## src/rtl/bp_pkg.sv

```systemverilog
// Shared types and the saturating-counter step for the branch history table.
// Imported by the update queue and the table controller.
package bp_pkg;

    typedef enum logic [1:0] {
        SNT = 2'b00,
        WNT = 2'b01,
        WT  = 2'b10,
        ST  = 2'b11
    } bp_ctr_t;

    typedef enum logic {
        INIT = 1'b0,
        RUN  = 1'b1
    } bp_state_t;

    localparam bp_ctr_t BP_INIT_CTR = WNT;

    function automatic bp_ctr_t bp_ctr_next(input bp_ctr_t ctr, input logic taken);
        bp_ctr_t result;
        result = ctr;
        if (taken) begin
            if (ctr != ST) begin
                result = bp_ctr_t'(ctr + 2'd1);
            end
        end else begin
            if (ctr != SNT) begin
                result = bp_ctr_t'(ctr - 2'd1);
            end
        end
        return result;
    endfunction

endpackage

```

## src/rtl/bp_update_fifo.sv

```systemverilog
// Small FIFO holding resolved-branch updates between execute and the table.
// A pop reads the current head, so an entry pushed this cycle is never popped this cycle.
module bp_update_fifo
    import bp_pkg::*;
#(
    parameter int DEPTH = 2,
    parameter int WIDTH = 8
) (
    input  logic             clk,
    input  logic             reset,
    input  logic             push,
    input  logic [WIDTH-1:0] push_data,
    input  logic             pop,
    input  logic             flush,
    output logic [WIDTH-1:0] pop_data,
    output logic             full,
    output logic             empty
);

    localparam int AW = (DEPTH > 1) ? $clog2(DEPTH) : 1;

    logic [AW-1:0]    wr_ptr_q, wr_ptr_d;
    logic [AW-1:0]    rd_ptr_q, rd_ptr_d;
    logic [AW:0]      count_q, count_d;
    logic [WIDTH-1:0] mem_q [DEPTH];
    logic [WIDTH-1:0] mem_d [DEPTH];
    logic             do_push;
    logic             do_pop;

    assign full     = (count_q == (AW+1)'(DEPTH));
    assign empty    = (count_q == '0);
    assign pop_data = mem_q[rd_ptr_q];
    assign do_push  = push & ~full;
    assign do_pop   = pop & ~empty;

    always_comb begin
        wr_ptr_d = wr_ptr_q;
        rd_ptr_d = rd_ptr_q;
        count_d  = count_q;
        mem_d    = mem_q;
        if (do_push) begin
            mem_d[wr_ptr_q] = push_data;
            wr_ptr_d = (wr_ptr_q == AW'(DEPTH-1)) ? '0 : AW'(wr_ptr_q + 1'b1);
        end
        if (do_pop) begin
            rd_ptr_d = (rd_ptr_q == AW'(DEPTH-1)) ? '0 : AW'(rd_ptr_q + 1'b1);
        end
        count_d = count_q + (AW+1)'(do_push) - (AW+1)'(do_pop);
        // Flush discards whatever is pending, including a same-cycle push.
        if (flush) begin
            wr_ptr_d = '0;
            rd_ptr_d = '0;
            count_d  = '0;
        end
    end

    always_ff @(posedge clk) begin
        if (reset) begin
            wr_ptr_q <= '0;
            rd_ptr_q <= '0;
            count_q  <= '0;
        end else begin
            wr_ptr_q <= wr_ptr_d;
            rd_ptr_q <= rd_ptr_d;
            count_q  <= count_d;
        end
    end

    always_ff @(posedge clk) begin
        mem_q <= mem_d;
    end

endmodule

```

## src/rtl/branch_history_ctrl.sv

```systemverilog
// Table of 2-bit saturating counters giving taken/not-taken predictions to fetch,
// trained by a queue of resolved outcomes and initialized by a one-entry-per-cycle sweep.
module branch_history_ctrl
    import bp_pkg::*;
#(
    parameter int XLEN      = 32,
    parameter int ENTRIES   = 64,
    parameter int INDEX_W   = $clog2(ENTRIES),
    parameter int UPD_DEPTH = 2
) (
    input  logic            clk,
    input  logic            reset,
    input  logic [XLEN-1:0] lookup_pc,
    input  logic            lookup_is_branch,
    output logic            pred_taken,
    output logic            init_busy,
    input  logic            bht_clear,
    input  logic            upd_valid,
    input  logic [XLEN-1:0] upd_pc,
    input  logic            upd_taken,
    output logic            upd_ready
);

    localparam int UPD_W = INDEX_W + 1;

    bp_state_t          state_q, state_d;
    logic [INDEX_W-1:0] init_idx_q, init_idx_d;
    bp_ctr_t            table_q [ENTRIES];
    bp_ctr_t            table_d [ENTRIES];

    logic [INDEX_W-1:0] lookup_idx;
    logic [UPD_W-1:0]   push_entry;
    logic [UPD_W-1:0]   head_entry;
    logic [INDEX_W-1:0] head_idx;
    logic               head_taken;
    logic               fifo_push;
    logic               fifo_pop;
    logic               fifo_full;
    logic               fifo_empty;
    logic               unused_pc_bits;

    assign lookup_idx     = lookup_pc[INDEX_W+1:2];
    assign push_entry     = {upd_pc[INDEX_W+1:2], upd_taken};
    assign head_idx       = head_entry[UPD_W-1:1];
    assign head_taken     = head_entry[0];
    assign unused_pc_bits = ^{lookup_pc[XLEN-1:INDEX_W+2], lookup_pc[1:0],
                              upd_pc[XLEN-1:INDEX_W+2], upd_pc[1:0]};

    assign init_busy  = (state_q == INIT);
    assign upd_ready  = ~fifo_full & ~init_busy;
    assign fifo_push  = upd_valid & upd_ready;
    assign pred_taken = lookup_is_branch & ~init_busy & table_q[lookup_idx][1];

    bp_update_fifo #(
        .DEPTH (UPD_DEPTH),
        .WIDTH (UPD_W)
    ) u_upd_fifo (
        .clk       (clk),
        .reset     (reset),
        .push      (fifo_push),
        .push_data (push_entry),
        .pop       (fifo_pop),
        .flush     (bht_clear),
        .pop_data  (head_entry),
        .full      (fifo_full),
        .empty     (fifo_empty)
    );

    always_comb begin
        state_d    = state_q;
        init_idx_d = init_idx_q;
        table_d    = table_q;
        fifo_pop   = 1'b0;
        case (state_q)
            INIT: begin
                table_d[init_idx_q] = BP_INIT_CTR;
                if (bht_clear) begin
                    init_idx_d = '0;
                end else if (init_idx_q == INDEX_W'(ENTRIES-1)) begin
                    state_d    = RUN;
                    init_idx_d = '0;
                end else begin
                    init_idx_d = INDEX_W'(init_idx_q + 1'b1);
                end
            end
            RUN: begin
                // A clear drops the pending queue instead of draining its head.
                if (bht_clear) begin
                    state_d    = INIT;
                    init_idx_d = '0;
                end else if (!fifo_empty) begin
                    fifo_pop          = 1'b1;
                    table_d[head_idx] = bp_ctr_next(table_q[head_idx], head_taken);
                end
            end
            default: begin
                state_d    = INIT;
                init_idx_d = '0;
            end
        endcase
    end

    always_ff @(posedge clk) begin
        if (reset) begin
            state_q    <= INIT;
            init_idx_q <= '0;
        end else begin
            state_q    <= state_d;
            init_idx_q <= init_idx_d;
        end
    end

    always_ff @(posedge clk) begin
        table_q <= table_d;
    end

endmodule

```

## config.mk

```make
export PLATFORM = sky130hd
export DESIGN_NAME = branch_history_ctrl
export DESIGN_NICKNAME = d
export VERILOG_FILES = /design/src/rtl/bp_pkg.sv /design/src/rtl/bp_update_fifo.sv /design/src/rtl/branch_history_ctrl.sv
export SDC_FILE = /design/constraint.sdc
export NUM_CORES = 1
export LEC_CHECK = 0
export ABC_CLOCK_PERIOD_IN_PS = 5600
export CORE_MARGIN = 1.5
export CORE_UTILIZATION = 45
export CTS_CLUSTER_DIAMETER = 40
export DETAILED_ROUTE_END_ITERATION = 8
export DONT_BUFFER_PORTS = 1
export SYNTH_ARGS = -nofsm -noshare
export SYNTH_HDL_FRONTEND = slang
export SYNTH_SLANG_ARGS = --single-unit
```

## constraint.sdc

```tcl
create_clock -name clk -period 5.6 [get_ports clk]
set_clock_uncertainty 0.05 [all_clocks]
set_input_delay 1.12 -clock clk [delete_from_list [all_inputs] [get_ports clk]]
set_output_delay 1.12 -clock clk [all_outputs]
set_load 0.01 [all_outputs]
```

==> run metrics <==
clock-pin slew on the worst setup and hold paths ~0.070 ns; Syn. warnings 0; worst r2r dst table_q[64]; row count between 50 and 60; largest net degree at the start of global routing 82; setup violators final 0; RSZ-0062 raised after global routing no; Worst setup EP type flop; top cell type's share of synthesized area 0.4266; Fmax between 0.2 and 0.25 GHz; sw power 664.3 µW; final layout net count just over 1000; Die Y roughly 150 µm; number of global-route vias before repair roughly 8500; number of remaining DRC errors 0; number of max-cap violations 0; worst r2r path cells 9; Critical Path RT roughly 5.7 ns; crit-path max FO 59; drt pass-1 iters 5; die area ~23000 µm²; vias per cell around 7.3; routed vias 9229; CTS Hold Bufs 0; Top FF cell, synth edfxtp_1; VDD IR-drop max 0.1883 mV; post-route clock period utilization 0.8292; Combinational Power Share 0.077; outcome finished clean; Synth Area in XOR/XNOR 0.005258; Starting Density 0.4580; Internal 2098 µW; CTS Sinks 153; Sequential Power Share 0.508; Worst-Skew Late Latency between 0.4 and 0.5 ns; area delta synth->final 6.084%; Setup Buffers After CTS 0; Filler cells between 2000 and 2500; arrival time worst endpoint 4.75 ns; GRT Resource Usage Total 0.3297; asr flop ratio synth 0; count of cell types in the netlist 70; largest family of logic cells by synthesized area compound AO/OA/AOI/OAI gates; clock group share of total power 0.415; EDFF count, synth 142; wire per inst 30.41 µm; Pwr Density ~260 nW/µm²; max-slew violations 0; Syn Area/Cell a little under 10 µm²; Hold Path Class reg -> reg; GR Overflow Total 0; crit path capture table_q[64]; Cells after Synth just over 1000; cts bufs inserted 17; initial antenna violation count 0; type of origin of the critical path flop; number of H-tree levels 4; drt total wl 38320 µm; mux contribution to synthesized area 0.08701; sw frac 0.2405; critical path class reg -> reg; Hold Vio Cnt, Final 0; largest cells by area after synthesis edfxtp_1 43%, o21ai_0 6.2%, mux4_2 4.7%; gpl congestion approximately 0.99; CTS root buffer clkbuf_16; placed wire-length estimate 24430 µm; post-route minimum period between 4 and 5 ns; post-CTS resize count 0; final antenna-violating net count 0; I/O pins between 70 and 80; adder-cell share of the synthesized area 0.007136; Storage cell area 4488 µm²; Die Wd roughly 150 µm; setup_tns 0 ns; CTS tree yes; Yosys reg bits between 150 and 200; Compound-Gate Fraction of Synth Area 0.2551; worst slew pin tran 1.196 ns; CP Launch Point u_upd_fifo.rd_ptr_q; synthesized area between 9000 and 10000 µm²; First DRT Iteration DRCs roughly 1600; clk buf depth 2; layout cells sized above 1 0.1032; # port buffers 0; first-pass GRT wire length around 56000 µm; R2R Setup Slk about 0.96 ns; Reg2Reg Launch Point u_upd_fifo.rd_ptr_q; core footprint 21820 µm²; Synth Area in Simple Gates 0.1378; max_slew headroom 0.1996; Final Total Pwr 2763 µW; leakage power 0.003648 µW; sequential share of the synthesized area 0.4487; syn nets roughly 1100; area of the multi-input gates between 4000 and 5000 µm²; post-synth top area cell edfxtp_1
[worst max-delay path, stage by stage, from the launching register on]
cell and delay (ns):
dfxtp_1 0.70, mux2_4 0.89, o311ai_0 0.34, o22ai_1 0.28, a31oi_1 0.18, a2111oi_2 0.49, and3_1 0.24, maj3_2 0.71
buf_4 0.33, o32ai_2 0.11
[synth_stat cells, drive strengths merged (5+ instances only)]
cell type  number
o21ai         127
nor2          122
o211ai         20
mux2i          37
a21oi          39
nand3b          7
nand3          22
a31oi           8
nor2b           6
dfxtp          11
edfxtp        142
o31ai          31
a22oi           5
and2            7
nor3           11
clkbuf         57
mux4           21
nand2          98
nand2b          6
inv            30
o32ai          50
o22ai          27
and3            5
a41o           19
a31o            5
buf            41
o221ai          6
[cell type report]
type | count | area share
diodes | 1 | 0.0002360
clock buffers | 19 | 0.04083
clock inverters | 13 | 0.01227
inverters | 30 | 0.01062
multi-input cells | 742 | 0.4641
flip-flops and latches | 153 | 0.4233
well taps | 280 | 0.03304
repair buffers | 22 | 0.01558
[how the worst min path moves through the flow]
stage	startpoint	to	slack, ns	cells past startpoint
after global placement	u_upd_fifo.count_q[1]	u_upd_fifo.count_q[1]	0.49	2
after global routing	u_upd_fifo.count_q[1]	u_upd_fifo.count_q[1]	0.56	2
after floorplan	u_upd_fifo.count_q[1]	u_upd_fifo.count_q[1]	0.46	2
final	u_upd_fifo.count_q[1]	u_upd_fifo.count_q[1]	0.50	2
after CTS	u_upd_fifo.count_q[1]	u_upd_fifo.count_q[1]	0.50	2
after detailed placement	u_upd_fifo.count_q[1]	u_upd_fifo.count_q[1]	0.49	2
[power by group through the flow]
stage | clock network (µW) | logic [µW] | registers (µW)
2_1_floorplan | 0 | 169 | 1400
3_3_place_gp | 0 | 200 | 1420
3_5_place_dp | 0 | 204 | 1420
4_1_cts | 1140 | 205 | 1400
5_1_grt | 1190 | 228 | 1410
6_report | 1150 | 212 | 1400
[metal layers]
layer  global-route usage  wire [µm]  vias up
li1                     -          -     3849
met1               0.4425      14570     4461
met2               0.4962      16850      764
met3              0.07872       4794      155
met4               0.1711       2108        0
met5                    0          0        -
[through the flow]
step	hold WS [ns]	std cells	utilization	cell area [µm²]	setup WS, ns
after floorplan	0.4569	1023	-	9995	0.7039
after global placement	0.4856	1227	0.4599	10040	1.093
after detailed placement	0.4875	1227	0.4599	10040	1.088
after CTS	0.5048	1259	0.4857	10600	1.095
after global routing	0.5556	1259	0.4857	10600	0.7508
final	0.4983	1260	0.4858	10600	0.9562
[logic make-up after synthesis]
group	after synthesis
AO/OA/AOI/OAI	363
AND/OR/NAND/NOR	307
flip-flops	153
buffers and inverters	128
multiplexers	60
XOR/XNOR	6
adder cells (fa/ha/maj)	6
[sequential cells by signal, indices dropped and copies added, names as in the netlist]
name	flops
table_q	128
u_upd_fifo.mem_q	14
init_idx_q	6
u_upd_fifo.count_q	2
state_q	1
u_upd_fifo.rd_ptr_q	1
u_upd_fifo.wr_ptr_q	1
[cells in the final DEF (no fill, tap or decap), types with 7 or more instances in the layout]
master	netlist	routed
o21ai_0	124	124
edfxtp_1	142	142
a21oi_1	39	39
inv_1	29	29
o32ai_2	9	9
a31oi_1	8	8
o31ai_1	31	31
nor3_1	11	11
nand2_1	98	98
nand3_1	22	22
mux2i_1	37	37
a41o_1	19	19
o32ai_1	41	41
mux4_2	21	21
o22ai_1	27	27
nor2_1	121	121
buf_4	0	22
dfxtp_1	11	10
o211ai_1	20	20
clkbuf_16	0	17
nand3b_1	7	7
Note: power is estimated with default switching activity, not from simulation.
